$ cat src/rtl/de2_reset_ctrl.sv
// Board reset sequencer and push-button conditioner for the DE2 veriRISCV build.
// Keys are synchronized, debounced and edge-detected; the reset key drives the SoC reset FSM.
module de2_reset_ctrl #(
  parameter int NKEY              = 4,
  parameter int DEBOUNCE_CYCLES   = 500000,
  parameter int RESET_HOLD_CYCLES = 1024,
  parameter int RESET_KEY         = 0
) (
  input  logic            clk,
  input  logic            rst_n,
  input  logic [NKEY-1:0] key_in,
  output logic            soc_rst,
  output logic [NKEY-1:0] key_level,
  output logic [NKEY-1:0] key_press,
  output logic [NKEY-1:0] key_release,
  output logic [7:0]      rst_cnt
);

  localparam int DW = $clog2(DEBOUNCE_CYCLES);
  localparam int HW = (RESET_HOLD_CYCLES > 1) ? $clog2(RESET_HOLD_CYCLES) : 1;

  typedef enum logic [1:0] {
    HOLD    = 2'd0,
    RUN     = 2'd1,
    PRESSED = 2'd2
  } state_e;

  logic [NKEY-1:0] sync1_q, sync2_q, pressed_s;
  logic [DW-1:0]   db_cnt_q [NKEY];
  logic [DW-1:0]   db_cnt_d [NKEY];
  logic [NKEY-1:0] key_level_q, key_level_d;
  logic [NKEY-1:0] key_press_q, key_press_d;
  logic [NKEY-1:0] key_release_q, key_release_d;

  state_e          state_q, state_d;
  logic [HW-1:0]   hold_cnt_q, hold_cnt_d;
  logic [7:0]      rst_cnt_q, rst_cnt_d;
  logic            soc_rst_q, soc_rst_d;

  // Synchronizer flops reset to 1 so a released key looks stable out of reset.
  always_ff @(posedge clk or negedge rst_n) begin
    if (!rst_n) begin
      sync1_q <= '1;
      sync2_q <= '1;
    end else begin
      sync1_q <= key_in;
      sync2_q <= sync1_q;
    end
  end

  assign pressed_s = ~sync2_q;

  always_comb begin
    key_level_d   = key_level_q;
    key_press_d   = '0;
    key_release_d = '0;
    for (int i = 0; i < NKEY; i++) begin
      db_cnt_d[i] = '0;
      if (pressed_s[i] != key_level_q[i]) begin
        if (db_cnt_q[i] == DW'(DEBOUNCE_CYCLES - 1)) begin
          key_level_d[i]   = pressed_s[i];
          key_press_d[i]   = pressed_s[i];
          key_release_d[i] = ~pressed_s[i];
        end else begin
          db_cnt_d[i] = db_cnt_q[i] + DW'(1);
        end
      end
    end
  end

  always_ff @(posedge clk or negedge rst_n) begin
    if (!rst_n) begin
      for (int i = 0; i < NKEY; i++) begin
        db_cnt_q[i] <= '0;
      end
      key_level_q   <= '0;
      key_press_q   <= '0;
      key_release_q <= '0;
    end else begin
      for (int i = 0; i < NKEY; i++) begin
        db_cnt_q[i] <= db_cnt_d[i];
      end
      key_level_q   <= key_level_d;
      key_press_q   <= key_press_d;
      key_release_q <= key_release_d;
    end
  end

  // The FSM reacts to the combinational press/release so soc_rst moves on the pulse edge.
  always_comb begin
    state_d    = state_q;
    hold_cnt_d = hold_cnt_q;
    rst_cnt_d  = rst_cnt_q;
    case (state_q)
      HOLD: begin
        if (key_level_q[RESET_KEY] || key_press_d[RESET_KEY]) begin
          hold_cnt_d = '0;
        end else if (hold_cnt_q == HW'(RESET_HOLD_CYCLES - 1)) begin
          state_d    = RUN;
          hold_cnt_d = '0;
        end else begin
          hold_cnt_d = hold_cnt_q + HW'(1);
        end
      end
      RUN: begin
        if (key_press_d[RESET_KEY]) begin
          state_d = PRESSED;
          if (rst_cnt_q != 8'hFF) begin
            rst_cnt_d = rst_cnt_q + 8'd1;
          end
        end
      end
      PRESSED: begin
        if (key_release_d[RESET_KEY]) begin
          state_d    = HOLD;
          hold_cnt_d = '0;
        end
      end
      default: begin
        state_d    = HOLD;
        hold_cnt_d = '0;
      end
    endcase
    soc_rst_d = (state_d != RUN);
  end

  always_ff @(posedge clk or negedge rst_n) begin
    if (!rst_n) begin
      state_q    <= HOLD;
      hold_cnt_q <= '0;
      rst_cnt_q  <= '0;
      soc_rst_q  <= 1'b1;
    end else begin
      state_q    <= state_d;
      hold_cnt_q <= hold_cnt_d;
      rst_cnt_q  <= rst_cnt_d;
      soc_rst_q  <= soc_rst_d;
    end
  end

  assign soc_rst     = soc_rst_q;
  assign key_level   = key_level_q;
  assign key_press   = key_press_q;
  assign key_release = key_release_q;
  assign rst_cnt     = rst_cnt_q;

endmodule

$ cat config.mk
export PLATFORM = sky130hd
export DESIGN_NAME = de2_reset_ctrl
export DESIGN_NICKNAME = d
export VERILOG_FILES = /design/src/rtl/de2_reset_ctrl.sv
export SDC_FILE = /design/constraint.sdc
export NUM_CORES = 1
export LEC_CHECK = 0
export CORE_ASPECT_RATIO = 0.9
export CORE_MARGIN = 5
export CORE_UTILIZATION = 45
export DETAILED_ROUTE_END_ITERATION = 12
export PLACE_DENSITY = 0.72
export SYNTH_ARGS = -nofsm -noshare
export SYNTH_HDL_FRONTEND = slang
export SYNTH_SLANG_ARGS = --single-unit
$ cat constraint.sdc
create_clock -name clk -period 2.54 [get_ports clk]
set_input_delay 0.635 -clock clk [delete_from_list [all_inputs] [get_ports clk]]
set_output_delay 0.635 -clock clk [all_outputs]
set_load 0.1 [all_outputs]
==> run summary <==
R2R Path End: rst_cnt[1]
Routed Antenna Nets: 0
Switching Fraction: 0.196
Slew margin rel.: 0.411
Power Dens Cells: 686 nW/um^2
Worst Setup End Kind: flip-flop
Layout cell share with drive strength beyond 1: 0.141
Gp weighted congestion: 0.829
IR drop worst, VDD: 537 uV
Global Route Usage Sum: 0.152
Part of the power in combinational logic: 0.023
R2R Setup Slk: 260 ps
Register area share after synthesis: 0.536
Worst-path maximum fanout: 7
Status: completed
R2r worst-path depth: 5
Final period utilization: 0.898
Fmax: 439 MHz
Final setup vio count: 0
Power Total: 4.46 mW
Syn-to-layout area delta: 18.7%
Iter 0 DRT Violations: 356
Worst Max-Slew Pin Slew: 884 ps
Starting Density: 0.457
Crit path required time: 2820 ps
Syn_nets: 564
Hpwl dp: 6950 microns
Internal power: 3.59 mW
CTS sink cnt: 117
Maxcap violations: 0
Clock-pin slew on the worst setup and hold paths: 50 ps
Horiz. Die Dim: 126 microns
Die Ht: 115 microns
Seq cells post-synth: 117
Crit-path max cell delay: 580 ps
Fill cell count: 1020
Synthesized cell area: 5480 sq um
Crit Path Category: flip-flop to flip-flop
Avg Cell Area, Syn: 9.93 sq um
Synth top area share: 0.493
Final hold vios: 0
Post-CTS Resized: 0
Slowest cell on crit path: or4_4
First-pass GRT wire length: 17900 microns
Setup bufs post-CTS: 0
Period minus WS final: 2280 ps
Synth unique cells: 53
CTS tree: built
Core Rows: 38
Hold crit path type: input port to asynchronous set/reset pin
Final wirelength: 10100 microns
Cts-stage hold buffer count: 0
Max Root-Sink Buffers: 2
Crit start category: flip-flop
Worst-Skew Late Latency: 400 ps
Vias in the first global route: 3949
GRT overflow: 0
# H-tree levels: 4
Sequential power share: 0.430
Core Area: 12000 sq um
Clk pwr share: 0.548
NumNets Final: 601
Sum Neg Setup Slack: 0 ps
CTS buffer count: 17
Worst r2r src: db_cnt_q[62]
Clock Skews: 7.84 ps
Pre-Repair DR Iteration Count: 4
Largest net degree at the start of global routing: 73
Via count: 3903
Net Switching: 0.875 mW
Clock Root Buffer: clkbuf_16
Antenna Cells: 0
Routed len/inst: 13.3 microns
Synth warn: 0
Crit path DAT: 2560 ps
Remaining DRCs: 0
DR vias/cell: 5.12
Main area contributors after synthesis: dfrtp_1, nor2_1, xnor2_1
Initial antenna violation count: 0
Mapped Cells: 552
Area leader, netlist: dfrtp_1
Top Ports: 27
RSZ-0062 raised after global routing: false
Final Max Tran Viols: 0
Pleak: 2.82 nW
Buffers on Ports: 26
Die area: 14500 sq um
Worst-path cell chain: or4_4 -> nor4_4 -> nand4_2 -> nor2_1 -> mux2_2
-- synth_stat cells (all sizes together) --
cell type,instances
and4,6
nor3b,3
ha,6
or2b,1
a22o,3
dfrtp,108
inv,20
o21ai,5
nand2,46
a41o,1
or2,7
nand4b,1
o2111ai,1
o22ai,1
buf,4
xor2,39
clkbuf,9
or4,2
a21oi,4
mux2,2
or4b,1
dfstp,9
o221ai,1
o311ai,1
mux2i,1
nand3,35
o21a,2
a32oi,1
nor4,12
and2,2
nand4,17
or3,5
a21o,2
nand2b,2
nor2b,4
and3,10
o31a,3
nor3,27
xnor2,42
nor2,106
-- per-layer routing --
metal | share of wire | wire [microns] | vias up | GRT usage
met2 | 0.47 | 4730 | 56 | 0.238
met5 | 0 | 0 | - | 0
li1 | - | - | 1946 | -
met1 | 0.49 | 4940 | 1895 | 0.204
met3 | 0.039 | 400 | 6 | 0.0471
met4 | 0.0066 | 67 | 0 | 0.0486
-- through the flow --
stage          cell area (sq um)  utilization  setup WS (ps)  instances  hold slack (ps)
2_1_floorplan               5480            -            405        552              339
3_3_place_gp                5890        0.491            356        730              347
3_5_place_dp                5890        0.491            278        730              347
4_1_cts                     6510        0.543            272        762             47.6
5_1_grt                     6510        0.543            146        762             47.5
6_report                    6510        0.543            260        762             60.8
-- power groups by stage --
| stage | Sequential (mW) | Combinational [mW] | Clock [mW] |
|---|---|---|---|
| floorplan | 1.94 | 0.0476 | 0 |
| global placement | 1.95 | 0.104 | 0 |
| detailed placement | 1.95 | 0.106 | 0 |
| CTS | 1.92 | 0.108 | 2.50 |
| global route | 1.92 | 0.120 | 2.60 |
| finish | 1.92 | 0.102 | 2.44 |
-- worst max-delay path, delay by kind of cell, from the launching register on --
kind / cells / cell delay [ps]
flip-flops: 1 / 440
multiplexers: 1 / 350
AND/OR/NAND/NOR: 4 / 1370
-- state kept, by name, summed over array words and instances (netlist names) --
signal / count
db_cnt_q: 76
hold_cnt_q: 10
rst_cnt: 8
key_level: 4
key_press: 4
key_release: 4
sync1_q: 4
sync2_q: 4
state_q: 2
soc_rst: 1
-- cell type report --
| class | count | area (sq um) | share of cell area |
|---|---|---|---|
| Clock inverter | 9 | 123 | 0.0188 |
| Timing Repair Buffer | 31 | 268 | 0.0411 |
| Inverter | 20 | 75.1 | 0.0115 |
| Tap cell | 160 | 200 | 0.0308 |
| Multi-Input combinational cell | 402 | 2400 | 0.370 |
| Clock buffer | 23 | 498 | 0.0765 |
| Sequential cell | 117 | 2940 | 0.452 |
-- cells in the final DEF (no fill, tap or decap), drive strengths merged, types with 3 or more instances in the layout --
master	instances
dfrtp	108
nor2	106
nand2	46
xnor2	42
xor2	39
nand3	35
nor3	27
buf	27
clkbuf	23
inv	20
nand4	17
nor4	12
and3	10
dfstp	9
or2	7
ha	6
and4	6
o21ai	5
clkinv	5
or3	5
a21oi	4
nor2b	4
clkdlybuf4s50	4
nor3b	3
a22o	3
bufinv	3
o31a	3
-- how the worst max path moves through the flow --
| stage | slack, ps | endpoint | startpoint | cells past startpoint |
|---|---|---|---|---|
| detailed placement | 280 | hold_cnt_q[3] | db_cnt_q[62] | 5 |
| finish | 260 | rst_cnt[1] | db_cnt_q[62] | 5 |
| global placement | 360 | hold_cnt_q[2] | db_cnt_q[63] | 5 |
| CTS | 270 | hold_cnt_q[3] | db_cnt_q[62] | 5 |
| floorplan | 400 | rst_cnt[4] | rst_cnt[4] | 5 |
| global route | 150 | rst_cnt[1] | db_cnt_q[62] | 5 |
-- cells by family (layout without fill, tap and decap cells) --
group | Yosys count | count (layout) | synth area share
DFF | 117 | 117 | 0.536
AOI/OAI and AO/OA | 25 | 25 | 0.0329
buffers and inverters | 33 | 83 | 0.0249
muxes | 3 | 3 | 0.00594
adders and majority gates | 6 | 6 | 0.0137
xor gates and xnor gates | 81 | 81 | 0.129
and+or+nand+nor | 287 | 287 | 0.257
(Power assumes the default switching activity.)
